## src/rtl/fp_pkg.sv

```systemverilog
// Shared definitions for the FP32 adder front end.
// Holds operand/result widths, the unpacked operand and aligned-result bundles,
// and the IEEE-754 binary32 unpack helper used by the alignment unit.
package fp_pkg;

    localparam int unsigned SIZE_EXP        = 8;
    localparam int unsigned SIZE_FRAC       = 23;
    localparam int unsigned SIZE_MAN        = 28;
    localparam int unsigned SIZE_MAN_RESULT = 24;
    localparam int unsigned SIZE_SHAMT      = 5;

    // Any shift of SIZE_MAN or more collapses the whole significand into sticky.
    localparam logic [SIZE_SHAMT-1:0] SHAMT_MAX = 5'd28;

    // Extended significand layout: {hidden, frac[22:0], guard, round, sticky[1:0]}.
    typedef struct packed {
        logic                sign;
        logic [SIZE_EXP-1:0] eff_exp;
        logic [SIZE_MAN-1:0] man;
    } operand_t;

    typedef struct packed {
        logic [SIZE_EXP-1:0] exp;
        logic [SIZE_MAN-1:0] man_big;
        logic [SIZE_MAN-1:0] man_small;
        logic                sign_big;
        logic                sign_small;
        logic                swap;
        logic                special;
    } aligned_t;

    // Zero/subnormal operands carry no hidden bit and behave as exponent 1.
    function automatic operand_t unpack_operand(input logic [31:0] i_word);
        operand_t w_op;
        logic     w_hidden;
        w_hidden     = (i_word[30:23] != '0);
        w_op.sign    = i_word[31];
        w_op.eff_exp = w_hidden ? i_word[30:23] : 8'd1;
        w_op.man     = {w_hidden, i_word[22:0], 4'b0000};
        return w_op;
    endfunction

endpackage

```

## src/rtl/shift_right_sticky.sv

```systemverilog
// Combinational right shifter with sticky collapse.
// Ports:
//   i_data  [27:0] extended significand to shift
//   i_shamt [4:0]  shift amount, already clamped to 0..28
//   o_data  [27:0] shifted significand; bit 0 ORed with every bit shifted out
module shift_right_sticky
    import fp_pkg::*;
(
    input  logic [SIZE_MAN-1:0]   i_data,
    input  logic [SIZE_SHAMT-1:0] i_shamt,
    output logic [SIZE_MAN-1:0]   o_data
);

    logic [SIZE_MAN-1:0] w_shifted;
    logic [SIZE_MAN-1:0] w_lost_mask;
    logic                w_sticky;

    always_comb begin
        w_shifted   = i_data >> i_shamt;
        // Ones in the positions that fall off the bottom of the shift.
        w_lost_mask = ~({SIZE_MAN{1'b1}} << i_shamt);
        w_sticky    = |(i_data & w_lost_mask);
        if (i_shamt >= SHAMT_MAX) begin
            o_data = {{(SIZE_MAN-1){1'b0}}, |i_data};
        end else begin
            o_data = {w_shifted[SIZE_MAN-1:1], w_shifted[0] | w_sticky};
        end
    end

endmodule

```

## src/rtl/fp_align_unit.sv

```systemverilog
// FP32 adder operand-alignment front end.
// Orders two binary32 operands by magnitude and right-shifts the smaller
// significand (with sticky collapse) to the larger operand's exponent.
// Two-stage valid/ready pipeline: stage 1 unpacks/compares/swaps, stage 2 aligns.
// Ports:
//   i_clk, i_rst                 clock, synchronous active-high reset
//   i_valid, o_ready             input handshake
//   i_data_a, i_data_b [31:0]    operands
//   o_valid, i_ready             output handshake
//   o_exp [7:0]                  effective exponent of larger operand
//   o_man_big, o_man_small [27:0] extended significands (small one aligned)
//   o_sign_big, o_sign_small     signs of the ordered operands
//   o_swap                       B had the larger magnitude
//   o_special                    either exponent field is all ones
module fp_align_unit
    import fp_pkg::*;
(
    input  logic                i_clk,
    input  logic                i_rst,
    input  logic                i_valid,
    output logic                o_ready,
    input  logic [31:0]         i_data_a,
    input  logic [31:0]         i_data_b,
    output logic                o_valid,
    input  logic                i_ready,
    output logic [SIZE_EXP-1:0] o_exp,
    output logic [SIZE_MAN-1:0] o_man_big,
    output logic [SIZE_MAN-1:0] o_man_small,
    output logic                o_sign_big,
    output logic                o_sign_small,
    output logic                o_swap,
    output logic                o_special
);

    // Handshake enables
    logic w_en1;
    logic w_en2;

    // Stage-1 combinational front end
    operand_t              w_op_a;
    operand_t              w_op_b;
    operand_t              w_big;
    operand_t              w_small;
    logic                  w_swap;
    logic                  w_special;
    logic [SIZE_EXP-1:0]   w_diff;
    logic [SIZE_SHAMT-1:0] w_shamt;

    // Stage-1 registers
    logic                  r_v1;
    operand_t              r_s1_big;
    operand_t              r_s1_small;
    logic [SIZE_SHAMT-1:0] r_s1_shamt;
    logic                  r_s1_swap;
    logic                  r_s1_special;

    // Stage-2 registers
    logic                  r_v2;
    aligned_t              r_out;
    logic [SIZE_MAN-1:0]   w_man_aligned;

    assign w_en2   = ~r_v2 | i_ready;
    assign w_en1   = ~r_v1 | w_en2;
    assign o_ready = w_en1;

    always_comb begin
        w_op_a    = unpack_operand(i_data_a);
        w_op_b    = unpack_operand(i_data_b);
        // Exponent and fraction are contiguous, so this compares magnitudes.
        w_swap    = i_data_b[30:0] > i_data_a[30:0];
        w_big     = w_swap ? w_op_b : w_op_a;
        w_small   = w_swap ? w_op_a : w_op_b;
        w_special = (i_data_a[30:23] == 8'hFF) | (i_data_b[30:23] == 8'hFF);
        w_diff    = w_big.eff_exp - w_small.eff_exp;
        w_shamt   = (w_diff >= 8'(SIZE_MAN)) ? SHAMT_MAX : w_diff[SIZE_SHAMT-1:0];
    end

    always_ff @(posedge i_clk) begin
        if (i_rst) begin
            r_v1         <= 1'b0;
            r_s1_big     <= '0;
            r_s1_small   <= '0;
            r_s1_shamt   <= '0;
            r_s1_swap    <= 1'b0;
            r_s1_special <= 1'b0;
        end else if (w_en1) begin
            r_v1 <= i_valid;
            if (i_valid) begin
                r_s1_big     <= w_big;
                r_s1_small   <= w_small;
                r_s1_shamt   <= w_shamt;
                r_s1_swap    <= w_swap;
                r_s1_special <= w_special;
            end
        end
    end

    shift_right_sticky u_shift (
        .i_data  (r_s1_small.man),
        .i_shamt (r_s1_shamt),
        .o_data  (w_man_aligned)
    );

    // Payload only moves with a valid item so held outputs never change under backpressure.
    always_ff @(posedge i_clk) begin
        if (i_rst) begin
            r_v2  <= 1'b0;
            r_out <= '0;
        end else if (w_en2) begin
            r_v2 <= r_v1;
            if (r_v1) begin
                r_out.exp        <= r_s1_big.eff_exp;
                r_out.man_big    <= r_s1_big.man;
                r_out.man_small  <= w_man_aligned;
                r_out.sign_big   <= r_s1_big.sign;
                r_out.sign_small <= r_s1_small.sign;
                r_out.swap       <= r_s1_swap;
                r_out.special    <= r_s1_special;
            end
        end
    end

    assign o_valid      = r_v2;
    assign o_exp        = r_out.exp;
    assign o_man_big    = r_out.man_big;
    assign o_man_small  = r_out.man_small;
    assign o_sign_big   = r_out.sign_big;
    assign o_sign_small = r_out.sign_small;
    assign o_swap       = r_out.swap;
    assign o_special    = r_out.special;

endmodule
```

## config.mk

```make
export PLATFORM = sky130hd
export DESIGN_NAME = fp_align_unit
export DESIGN_NICKNAME = d
export VERILOG_FILES = /design/src/rtl/fp_pkg.sv /design/src/rtl/shift_right_sticky.sv /design/src/rtl/fp_align_unit.sv
export SDC_FILE = /design/constraint.sdc
export NUM_CORES = 1
export LEC_CHECK = 0
export CORE_MARGIN = 2
export CORE_UTILIZATION = 54
export DETAILED_ROUTE_END_ITERATION = 10
export PLACE_DENSITY = 0.83
export SLEW_MARGIN = 20
export SYNTH_ARGS = -nofsm -noshare
export SYNTH_HDL_FRONTEND = slang
export SYNTH_HIERARCHICAL = 1
export SYNTH_SLANG_ARGS = --single-unit
```

## constraint.sdc

```tcl
create_clock -name i_clk -period 6.3 [get_ports i_clk]
set_clock_uncertainty 0.05 [all_clocks]
set_input_delay 1.26 -clock i_clk [delete_from_list [all_inputs] [get_ports i_clk]]
set_output_delay 1.26 -clock i_clk [all_outputs]
set_load 0.005 [all_outputs]
```

==> metrics.txt <==
register area share after synthesis 0.316; hold_buf cts 0; Clock Path Buffers 2; final worst path period share 0.920; max frequency 173 MHz; Syn Area/Cell 7.46 µm²; Switch Pwr 856 µW; Overall Global Routing Usage 0.303; Inserted Diodes 0; critical path arrival 6070 ps; CTS sink cnt 131; wire length of the first global-routing pass 39300 µm; DRC 0; remaining antenna violation count 0; Lkg Pwr 4.02 nW; Die Y 128 µm; CTS Buf Count 17; critical path class primary input to flip-flop; routed vias 8439; via-per-instance ratio 5.93; number of synthesized flops with an enable pin 0; H-tree levels 4; final hold violations 0; Clock Power Share 0.389; Post-Synth Adder-Cell Area 0.0619; Synth Area in Compound Gates 0.214; worst-margin pin slew 1100 ps; Core ar. 0.0151 mm²; CTS tree built; R2R Path Start r_s1_shamt[1]; post-synthesis mux area share 0.0984; DP HPWL 17800 µm; crit path from i_data_a[30]; Netlist cell types 59; post_cts resized 0; post-synth top area cell dfxtp_1; internal power 1.83 mW; simple-gate area share of the yosys netlist 0.236; outcome finished clean; DRT iter0 DRCs 936; P per Cell Area 259 mW/mm²; Worst Path Max Fanout 37; gp weighted congestion 0.976; main combinational cell family by area after synthesis simple AND/OR/NAND/NOR gates; layout cells sized above 1 0.0770; Skew-Pair Late Insertion Delay 420 ps; flops & latches, synth 131; hold_sp o_man_small[10]; worst vdd ir 0.000226 V; Root Buffer clkbuf_16; WL final 24600 µm; cells along the critical path clkdlybuf4s50_1 -> inv_1 -> ha_1 -> nand4_2 -> nor4_2 -> and2_2 -> a21oi_2 -> nor2_2 -> buf_4 -> nor2_1 -> a21o_1 -> fa_1 -> maj3_1 -> a211oi_1 -> a211o_1 -> o21ai_0 -> a211o_1 -> a21o_1 -> o31ai_1; largest net degree at the start of global routing 92; Hold Crit Class flip-flop to flip-flop; final slew viol count 0; reg2reg setup slack 3250 ps; xor and xnor fraction of the mapped netlist area 0.00740; IO Count 138; Setup TNS Final 0 ps; Cell Area, Synth 0.00829 mm²; ys flop type dfxtp_1; Critical Path RT 6580 ps; RSZ-0062 raised after global routing false; total power 2.68 mW; Avg WL per Cell 17.3 µm; antenna violations before repair 0; Switching Fraction 0.319; Starting Density 0.549; drt pass-1 iters 5; share of synthesized registers carrying an async set or reset 0; Post-CTS Setup Inserts 0; area delta synth->final 24.9%; Synth area leaders dfxtp_1, nand2_1, a21oi_1; Worst-path clk slew 60 ps; minimum clock period after layout 5790 ps; Critical Path Source Type primary input; slowest stage cell, crit path clkdlybuf4s50_1; full die area 0.0164 mm²; gate count after technology mapping 1111; # nets final 1327; sequential share of power 0.353; cell row count 45; Critical Path Sink Type flip-flop; CP max stage delay 560 ps; number of global-route vias before repair 7902; Yosys warning total 6; Max Cap Viol 0; Finish-stage setup viols 0; max_slew headroom 0.268; Comb pwr share 0.258; Die X 128 µm; post-synth top area share 0.316; IO buf count 133; GR Overflow Total 0
[final timing paths]
kind	to	depth (start not counted)
setup / recovery	r_s1_shamt[1]	19
setup reg to reg	o_man_small[0]	9
hold / removal	o_man_small[10]	2
hold reg to reg	o_man_small[10]	2
[stage by stage]
| stage | hold WS [ps] | util | setup slack (ps) | std cells | area, µm² |
|---|---|---|---|---|---|
| global placement | 390 | 0.644 | 236 | 1390 | 9720 |
| global route | 421 | 0.686 | 207 | 1422 | 10400 |
| CTS | 403 | 0.686 | 554 | 1422 | 10400 |
| floorplan | 382 | - | 1010 | 1136 | 8380 |
| finish | 402 | 0.686 | 506 | 1422 | 10400 |
| detailed placement | 395 | 0.644 | 121 | 1390 | 9720 |
[registers in the layout, indices dropped and copies added, names as in the netlist]
signal / cells
o_valid: 1
r_s1_swap: 1
o_man_big: 24
o_exp: 8
o_sign_big: 1
r_s1_special: 1
o_man_small: 28
r_s1_shamt: 5
o_sign_small: 1
o_special: 1
r_v1: 1
r_s1_big: 33
o_swap: 1
r_s1_small: 25
[final cells by class]
cell class	count	area [µm²]
Multi-Input combinational cell	875	5230
Fill cell	1249	4740
Sequential cell	131	2620
Timing Repair Buffer	151	1460
Clock buffer	18	439
Tap cell	188	235
Clock inverter	14	190
Inverter	45	169
[cell usage in the layout, fill, tap and decap left out, types with 6 or more instances in the layout]
cell type and count:
a211oi_1 37, a21o_1 6, a21oi_1 137, a311oi_1 25, buf_4 19, clkbuf_16 17
clkdlybuf4s50_1 132, conb_1 26, dfxtp_1 130, ha_1 37, inv_1 42, inv_6 6
mux2i_1 17, mux4_2 26, nand2_1 250, nand3_1 11, nand4_1 15, nor2_1 139
nor3_1 18, o21ai_0 31, o22ai_1 9
[Yosys cell counts (3+ instances only)]
library cell,number
mux4_2,26
nand3_1,11
buf_6,3
o211ai_1,5
a31oi_1,5
nor2b_1,3
a211o_1,5
mux2i_1,17
ha_1,37
o31ai_1,4
a2111oi_0,3
nand3b_1,3
nor4b_1,3
nor2_1,140
a22oi_1,4
dfxtp_1,131
nand4_1,15
nor3_1,18
nand2_1,250
o21ai_0,31
a21oi_1,137
buf_2,15
buf_4,4
xnor2_1,5
or3_1,3
mux2_2,3
a311oi_1,25
a21o_1,6
buf_1,7
and2_1,5
maj3_1,3
inv_1,42
clkbuf_1,56
o22ai_1,9
nor4_1,5
a211oi_1,37
nand2b_1,5
[cells by family (layout without fill, tap and decap cells)]
group | count (synthesis) | after routing
compound gates | 284 | 284
xor+xnor | 7 | 7
fa+ha+maj | 41 | 41
buf+inv | 130 | 228
flops | 131 | 131
mux | 47 | 47
other cells | 1 | 26
simple gates | 470 | 470
[power by group through the flow]
stage               Combinational, mW  Sequential [mW]  Clock [mW]
floorplan                       0.479            0.935           0
global placement                0.668            0.960           0
detailed placement              0.675            0.962           0
CTS                             0.680            0.945        1.06
global route                    0.760            0.953        1.09
finish                          0.692            0.946        1.04
[critical path: cells and delay by family]
kind | cells | cell delay, ps
fa+ha+maj | 3 | 1200
buf+inv | 3 | 1060
simple gates | 5 | 970
compound gates | 8 | 1550
[per-layer routing]
metal  share of wire  up-vias  GRT usage  routed length (µm)
met3           0.075       71     0.0630                1840
met5               0        -          0                   0
met1            0.41     3869      0.381               10100
li1                -     4116          -                   -
met2            0.46      383      0.499               11400
met4           0.048        0      0.146                1170
Note: power is estimated with default switching activity, not from simulation.
